`src/rtl/bkm_input_precision_stage_if.sv`:
```
// rtl/bkm_input_precision_stage_if.sv - operand handshake and status bundle for the BKM input precision stage
interface bkm_input_precision_stage_if #(
  parameter int W     = 16,
  parameter int CNT_W = 16
);
  logic             in_valid;
  logic             in_ready;
  logic [1:0]       in_format;
  logic             in_round;
  logic [W-1:0]     in_e_x;
  logic [W-1:0]     in_e_y;
  logic [W-1:0]     in_l_x;
  logic [W-1:0]     in_l_y;
  logic             out_valid;
  logic             out_ready;
  logic [1:0]       out_format;
  logic [W-1:0]     out_e_x;
  logic [W-1:0]     out_e_y;
  logic [W-1:0]     out_l_x;
  logic [W-1:0]     out_l_y;
  logic [3:0]       out_sat;
  logic             sat_sticky;
  logic             sat_clr;
  logic [CNT_W-1:0] xfer_cnt;

  // Producer / consumer / status side, as seen from outside the stage
  modport master (
    output in_valid, in_format, in_round, in_e_x, in_e_y, in_l_x, in_l_y,
    output out_ready, sat_clr,
    input  in_ready, out_valid, out_format, out_e_x, out_e_y, out_l_x, out_l_y,
    input  out_sat, sat_sticky, xfer_cnt
  );

  // The precision stage itself
  modport slave (
    input  in_valid, in_format, in_round, in_e_x, in_e_y, in_l_x, in_l_y,
    input  out_ready, sat_clr,
    output in_ready, out_valid, out_format, out_e_x, out_e_y, out_l_x, out_l_y,
    output out_sat, sat_sticky, xfer_cnt
  );
endinterface

```
`src/rtl/bkm_input_precision_stage.sv`:
```
// rtl/bkm_input_precision_stage.sv - precision reduction with 2-entry skid buffer ahead of the BKM core
module bkm_input_precision_stage #(
  parameter int W     = 16,
  parameter int CNT_W = 16
) (
  input  logic                         clk,
  input  logic                         rst,
  bkm_input_precision_stage_if.slave   bus
);

  // Number of discarded low bits for each format: P = W, W/2, W/4, W/8
  localparam int D1 = W / 2;
  localparam int D2 = W - (W / 4);
  localparam int D3 = W - (W / 8);
  // Buffered payload: {format, sat[3:0], e_x, e_y, l_x, l_y}
  localparam int BW = 6 + 4 * W;

  typedef enum logic [1:0] {
    S_EMPTY = 2'd0,
    S_ONE   = 2'd1,
    S_TWO   = 2'd2
  } state_t;

  // Returns {saturated, reduced value} for one operand
  function automatic logic [W:0] reduce(input logic [W-1:0] x, input logic [1:0] fmt, input logic rnd);
    logic [W-1:0] mask;
    logic [W-1:0] half;
    logic [W-1:0] sum;
    logic [W-1:0] sat_val;
    logic         ovf;
    case (fmt)
      2'b01:   begin mask = {W{1'b1}} << D1; half = W'(1) << (D1 - 1); end
      2'b10:   begin mask = {W{1'b1}} << D2; half = W'(1) << (D2 - 1); end
      2'b11:   begin mask = {W{1'b1}} << D3; half = W'(1) << (D3 - 1); end
      default: begin mask = {W{1'b1}};       half = '0;                 end
    endcase
    // A non-negative x plus half never exceeds W bits unsigned, so a set
    // sign bit is exactly the signed overflow; negative x cannot overflow.
    sum     = rnd ? (x + half) : x;
    ovf     = rnd & ~x[W-1] & sum[W-1];
    sat_val = mask & {1'b0, {(W-1){1'b1}}};
    return {ovf, (ovf ? sat_val : (sum & mask))};
  endfunction

  state_t           r_state;
  state_t           w_next_state;
  logic             r_in_ready;
  logic [BW-1:0]    r_out_data;
  logic [BW-1:0]    r_skid_data;
  logic             r_sat_sticky;
  logic [CNT_W-1:0] r_xfer_cnt;

  logic [W:0]       w_red_ex;
  logic [W:0]       w_red_ey;
  logic [W:0]       w_red_lx;
  logic [W:0]       w_red_ly;
  logic [3:0]       w_sat;
  logic [BW-1:0]    w_in_data;
  logic             w_out_valid;
  logic             w_accept;
  logic             w_drain;
  logic             w_load_out;
  logic             w_load_skid;
  logic             w_out_from_skid;

  assign w_red_ex  = reduce(bus.in_e_x, bus.in_format, bus.in_round);
  assign w_red_ey  = reduce(bus.in_e_y, bus.in_format, bus.in_round);
  assign w_red_lx  = reduce(bus.in_l_x, bus.in_format, bus.in_round);
  assign w_red_ly  = reduce(bus.in_l_y, bus.in_format, bus.in_round);
  assign w_sat     = {w_red_ly[W], w_red_lx[W], w_red_ey[W], w_red_ex[W]};
  assign w_in_data = {bus.in_format, w_sat, w_red_ex[W-1:0], w_red_ey[W-1:0],
                      w_red_lx[W-1:0], w_red_ly[W-1:0]};

  assign w_out_valid = (r_state != S_EMPTY);
  assign w_accept    = bus.in_valid & r_in_ready;
  assign w_drain     = w_out_valid & bus.out_ready;

  // Buffer occupancy state register
  always_ff @(posedge clk) begin
    if (rst) r_state <= S_EMPTY;
    else     r_state <= w_next_state;
  end

  // Occupancy transitions from accept/drain
  always_comb begin
    w_next_state = r_state;
    case (r_state)
      S_EMPTY: if (w_accept) w_next_state = S_ONE;
      S_ONE: begin
        if (w_accept && !w_drain)      w_next_state = S_TWO;
        else if (!w_accept && w_drain) w_next_state = S_EMPTY;
      end
      S_TWO:   if (w_drain) w_next_state = S_ONE;
      default: w_next_state = S_EMPTY;
    endcase
  end

  // Data-path steering for each occupancy state
  always_comb begin
    w_load_out      = 1'b0;
    w_load_skid     = 1'b0;
    w_out_from_skid = 1'b0;
    case (r_state)
      S_EMPTY: w_load_out = w_accept;
      S_ONE: begin
        w_load_out  = w_accept & w_drain;
        w_load_skid = w_accept & ~w_drain;
      end
      S_TWO:   w_out_from_skid = w_drain;
      default: w_load_out = 1'b0;
    endcase
  end

  // in_ready is registered: low only while both entries are occupied
  always_ff @(posedge clk) begin
    if (rst) r_in_ready <= 1'b1;
    else     r_in_ready <= (w_next_state != S_TWO);
  end

  // Output register and skid entry; the output register holds while stalled
  always_ff @(posedge clk) begin
    if (rst) begin
      r_out_data  <= '0;
      r_skid_data <= '0;
    end else begin
      if (w_load_out)           r_out_data <= w_in_data;
      else if (w_out_from_skid) r_out_data <= r_skid_data;
      if (w_load_skid)          r_skid_data <= w_in_data;
    end
  end

  // Sticky saturation flag; a new saturating accept beats a clear
  always_ff @(posedge clk) begin
    if (rst)                        r_sat_sticky <= 1'b0;
    else if (w_accept && |w_sat)    r_sat_sticky <= 1'b1;
    else if (bus.sat_clr)           r_sat_sticky <= 1'b0;
  end

  // Free-running count of output transfers, wrapping naturally
  always_ff @(posedge clk) begin
    if (rst)          r_xfer_cnt <= '0;
    else if (w_drain) r_xfer_cnt <= r_xfer_cnt + 1'b1;
  end

  assign bus.in_ready   = r_in_ready;
  assign bus.out_valid  = w_out_valid;
  assign bus.out_format = r_out_data[BW-1 -: 2];
  assign bus.out_sat    = r_out_data[BW-3 -: 4];
  assign bus.out_e_x    = r_out_data[4*W-1 -: W];
  assign bus.out_e_y    = r_out_data[3*W-1 -: W];
  assign bus.out_l_x    = r_out_data[2*W-1 -: W];
  assign bus.out_l_y    = r_out_data[W-1 -: W];
  assign bus.sat_sticky = r_sat_sticky;
  assign bus.xfer_cnt   = r_xfer_cnt;

endmodule

```
`src/flat_wrapper.sv`:
```
// flat-port wrapper written by rule: the top's interface ports become plain ports
module bkm_input_precision_stage_flat 
#(
  parameter int W     = 16,
  parameter int CNT_W = 16
)
  (clk, rst, bus_in_valid, bus_in_format, bus_in_round, bus_in_e_x, bus_in_e_y, bus_in_l_x, bus_in_l_y, bus_out_ready, bus_sat_clr, bus_in_ready, bus_out_valid, bus_out_format, bus_out_e_x, bus_out_e_y, bus_out_l_x, bus_out_l_y, bus_out_sat, bus_sat_sticky, bus_xfer_cnt);
  bkm_input_precision_stage_if #(.W(W), .CNT_W(CNT_W)) bus_i ();
  input  logic clk;
  input  logic rst;
  input wire logic [$bits(bus_i.in_valid)-1:0] bus_in_valid;
  input wire logic [$bits(bus_i.in_format)-1:0] bus_in_format;
  input wire logic [$bits(bus_i.in_round)-1:0] bus_in_round;
  input wire logic [$bits(bus_i.in_e_x)-1:0] bus_in_e_x;
  input wire logic [$bits(bus_i.in_e_y)-1:0] bus_in_e_y;
  input wire logic [$bits(bus_i.in_l_x)-1:0] bus_in_l_x;
  input wire logic [$bits(bus_i.in_l_y)-1:0] bus_in_l_y;
  input wire logic [$bits(bus_i.out_ready)-1:0] bus_out_ready;
  input wire logic [$bits(bus_i.sat_clr)-1:0] bus_sat_clr;
  output wire logic [$bits(bus_i.in_ready)-1:0] bus_in_ready;
  output wire logic [$bits(bus_i.out_valid)-1:0] bus_out_valid;
  output wire logic [$bits(bus_i.out_format)-1:0] bus_out_format;
  output wire logic [$bits(bus_i.out_e_x)-1:0] bus_out_e_x;
  output wire logic [$bits(bus_i.out_e_y)-1:0] bus_out_e_y;
  output wire logic [$bits(bus_i.out_l_x)-1:0] bus_out_l_x;
  output wire logic [$bits(bus_i.out_l_y)-1:0] bus_out_l_y;
  output wire logic [$bits(bus_i.out_sat)-1:0] bus_out_sat;
  output wire logic [$bits(bus_i.sat_sticky)-1:0] bus_sat_sticky;
  output wire logic [$bits(bus_i.xfer_cnt)-1:0] bus_xfer_cnt;
  assign bus_i.in_valid = bus_in_valid;
  assign bus_i.in_format = bus_in_format;
  assign bus_i.in_round = bus_in_round;
  assign bus_i.in_e_x = bus_in_e_x;
  assign bus_i.in_e_y = bus_in_e_y;
  assign bus_i.in_l_x = bus_in_l_x;
  assign bus_i.in_l_y = bus_in_l_y;
  assign bus_i.out_ready = bus_out_ready;
  assign bus_i.sat_clr = bus_sat_clr;
  assign bus_in_ready = bus_i.in_ready;
  assign bus_out_valid = bus_i.out_valid;
  assign bus_out_format = bus_i.out_format;
  assign bus_out_e_x = bus_i.out_e_x;
  assign bus_out_e_y = bus_i.out_e_y;
  assign bus_out_l_x = bus_i.out_l_x;
  assign bus_out_l_y = bus_i.out_l_y;
  assign bus_out_sat = bus_i.out_sat;
  assign bus_sat_sticky = bus_i.sat_sticky;
  assign bus_xfer_cnt = bus_i.xfer_cnt;
  bkm_input_precision_stage #(.W(W), .CNT_W(CNT_W)) u_core (.clk(clk), .rst(rst), .bus(bus_i));
endmodule
```
`config.mk`:
```
export PLATFORM = sky130hd
export DESIGN_NAME = bkm_input_precision_stage_flat
export DESIGN_NICKNAME = d
export VERILOG_FILES = /design/src/rtl/bkm_input_precision_stage_if.sv /design/src/rtl/bkm_input_precision_stage.sv /design/src/flat_wrapper.sv
export SDC_FILE = /design/constraint.sdc
export NUM_CORES = 1
export LEC_CHECK = 0
export CAP_MARGIN = 40
export CORE_ASPECT_RATIO = 0.6
export CORE_MARGIN = 4
export CORE_UTILIZATION = 30
export CTS_CLUSTER_DIAMETER = 120
export DETAILED_ROUTE_END_ITERATION = 10
export SLEW_MARGIN = 15
export SYNTH_ARGS = -nofsm -noshare
export SYNTH_HDL_FRONTEND = slang
export SYNTH_SLANG_ARGS = --single-unit
```
`constraint.sdc`:
```
create_clock -name clk -period 7.5 [get_ports clk]
set_input_delay 1.5 -clock clk [delete_from_list [all_inputs] [get_ports clk]]
set_output_delay 1.5 -clock clk [all_outputs]
set_load 0.03 [all_outputs]
```
==> summary.txt <==
Run status
  • Outcome: finished clean

Layout
  • Synth-to-Final Area Change: 34.16%
  • Most common cell after layout, fill and taps aside: dfxtp_1
  • Final #Nets: 1,087
  • # fillers: 2,354
  • Most frequent cells in the layout: dfxtp_1 (160), clkdlybuf4s50_1 (158), nand2_1 (142)
  • Inserted Diodes: 0
  • Non-filler cells, final: 1,334
  • Core Util, Final: 41.53%
  • Layout cell share with drive strength beyond 1: 6.084%

Clock network
  • TritonCTS clock tree: yes
  • Reg clk slew, reported paths: 0.06 ns
  • CTS Buf Count: 17
  • Clk sinks: 160
  • Root buf cell: clkbuf_16
  • Resized cells post-CTS: 0
  • Clock latency on the worst-skew pair: 0.43 ns
  • Setup bufs post-CTS: 0
  • CTS Hold Bufs: 0
  • Clk buf depth: 2
  • H-tree levels: 4

Critical path
  • WP data arrival: 5.05 ns
  • CP max FO: 17
  • R2r startpoint: u_core.bus.in_ready
  • Worst endpoint required time: 7.85 ns
  • Critical path endpoint category: register
  • Crit path launch type: primary input
  • Kind of critical path: primary input to register
  • Crit path launch: bus_in_format[0]

Global route
  • Antenna violations before repair: 0
  • Met1 usage: 27.28%
  • First-pass GRT wire length: 37.96 mm
  • Grt met3 use: 5.093%
  • Largest net degree at the start of global routing: 60
  • GRT busiest layer: met1
  • Vias in the first global route: 6,550
  • Overall Global Routing Usage: 17.87%
  • Overflow after GRT: 0
  • Met2 usage in global routing: 24.84%

Run
  • Max-cap violations: 0

Pwr
  • Leakage: 0.003496 uW
  • Maximum VDD drop: 0.0001585 V
  • NetSw: 547.7 uW
  • Sequential share of power: 42.6%
  • Power Density: 215.5 mW/mm2
  • Switching Share: 26.15%
  • Total power: 2095 uW
  • Int Pwr: 1547 uW
  • Comb pwr share: 14.0%
  • Clock Power Share: 43.4%

Yosys
  • Synth Net Count: 960
  • Mean Syn Cell Area: 8.243 um2
  • Post-synthesis register bit count: 160
  • Sequential share of the synthesized area: 44.21%
  • Post-synth EDFFs: 0
  • Synth Flop Type: dfxtp_1
  • Asr flop ratio synth: 0%
  • Ys Warns: 0
  • Syn Inst Count: 879
  • Netlist cell types: 57
  • Cell area after synthesis: 0.007246 mm2

Routing
  • DR vias/cell: 5.106
  • Vias: 6,811
  • Wire per inst: 18.10 um
  • First drt pass iteration count: 5
  • Aggregate routed wire length: 24.15 mm
  • DRT iter0 DRCs: 451
  • Drc violations: 0
  • Antenna viol nets, final: 0

Place
  • Inst Count DP: 1,302
  • GP Congestion: 0.8653
  • Final HPWL DP: 16.60 mm
  • Port-buffer cells: 160

Floorplanning
  • Row count: 43
  • Die area: 0.02678 mm2
  • Initial Util: 30.96%
  • Die width: 208.6 um
  • # IOs: 161
  • Die H: 128.4 um
  • Core area: 0.02340 mm2

Timing
  • Relative slew slack: 42.09%
  • Setup TNS: 0 ns
  • Fin crit share: 62.77%
  • Fin. Hold Viols: 0
  • Fmax: 212.4 MHz
  • Hold slack: 0.4528 ns
  • RSZ-0062 raised after global routing: no
  • Skew final: 0.009078 ns
  • Worst Max-Slew Pin Slew: 0.8687 ns
  • Endpoints failing setup: 0
  • Tmin final: 4.707 ns
  • Slew Limit Fails: 0

Worst hold path
  • HP Start: u_core.r_skid_data[52]
  • Hold Path Class: register to register
[power by group through the flow]
| stage | clock [uW] | sequential (uW) | combinational [uW] |
|---|---|---|---|
| floorplan | 0 | 948 | 120 |
| global placement | 0 | 912 | 289 |
| detailed placement | 0 | 912 | 293 |
| CTS | 928 | 893 | 294 |
| global route | 965 | 896 | 316 |
| finish | 908 | 893 | 293 |
[critical path: stages]
cell	delay, ns
clkdlybuf4s50_1	0.83
inv_1	0.12
nor2_1	0.36
ha_1	0.30
ha_1	0.21
nand4_1	0.12
a221oi_2	0.33
a32oi_1	0.15
nor3_4	0.69
nor2_1	0.16
a211oi_1	0.26
[worst paths after layout]
path / end / slack [ns] / depth (start not counted)
worst max register to register: u_core.r_out_data[42] / 5.48 / 7
worst min register to register: u_core.r_skid_data[52] / 0.45 / 2
worst min-delay path: u_core.r_skid_data[52] / 0.45 / 2
worst max-delay path: u_core.r_skid_data[30] / 2.79 / 11
[routing by layer]
layer	routed length, um	vias to the layer above
li1	-	3381
met1	12510	3180
met2	9503	237
met3	1952	13
met4	188	0
met5	0	-
[synth_stat cells, drive strengths merged (2+ instances only)]
cell type / count / share of area (%)
nand2: 143 / 7.4
o22ai: 55 / 4.7
ha: 9 / 1.6
nand4: 12 / 1.0
a31o: 2 / 0.24
nor2: 86 / 4.5
a21o: 2 / 0.21
a21oi: 62 / 4.3
o211ai: 3 / 0.31
o2111ai: 3 / 0.36
o21ai: 59 / 4.1
maj3: 4 / 0.55
xnor2: 22 / 2.7
a221oi: 4 / 0.57
dfxtp: 160 / 44
inv: 12 / 0.62
nand2b: 5 / 0.54
o21a: 4 / 0.43
nor2b: 9 / 0.78
a41oi: 2 / 0.24
or3: 2 / 0.17
buf: 18 / 1.6
mux2i: 28 / 3.9
nor3: 5 / 0.50
clkbuf: 46 / 2.4
a311oi: 9 / 1.1
and3: 40 / 3.5
and4: 5 / 0.60
a31oi: 9 / 0.78
a211oi: 16 / 1.9
nand3: 14 / 0.97
or2: 3 / 0.26
xor2: 13 / 1.6
[layout make-up]
class | instances | area (um2) | share of cell area [%]
sequential | 160 | 3203 | 32.95
clock inverter | 9 | 131.4 | 1.352
tap | 315 | 394.1 | 4.055
clock buffer | 23 | 478.0 | 4.917
multi-input combinational | 643 | 3732 | 38.40
inverter | 12 | 45.04 | 0.4634
timing repair buffer | 172 | 1737 | 17.87
[stage by stage]
stage	setup slack [ns]	cell area, um2
global route	2.531	9721
global placement	2.350	9029
detailed placement	2.426	9111
finish	2.793	9721
floorplan	3.793	7246
CTS	2.865	9721
[sequential cells by signal, summed over array words and instances, names as in the netlist]
| register | cells |
|---|---|
| u_core.r_state | 2 |
| u_core.bus.xfer_cnt | 16 |
| u_core.bus.in_ready | 1 |
| u_core.bus.sat_sticky | 1 |
| u_core.r_skid_data | 70 |
| u_core.r_out_data | 70 |
[cell families (layout without fill, tap and decap cells)]
logic type | count (synthesis) | count (layout) | synth area share, %
AO/OA/AOI/OAI | 237 | 237 | 20.13
buffers and inverters | 76 | 216 | 4.593
flip-flops | 160 | 160 | 44.21
multiplexers | 29 | 29 | 4.023
adder cells (fa/ha/maj) | 13 | 13 | 2.107
XOR/XNOR | 35 | 35 | 4.231
AND/OR/NAND/NOR | 329 | 329 | 20.70
Power figures use the tool's default switching activity.
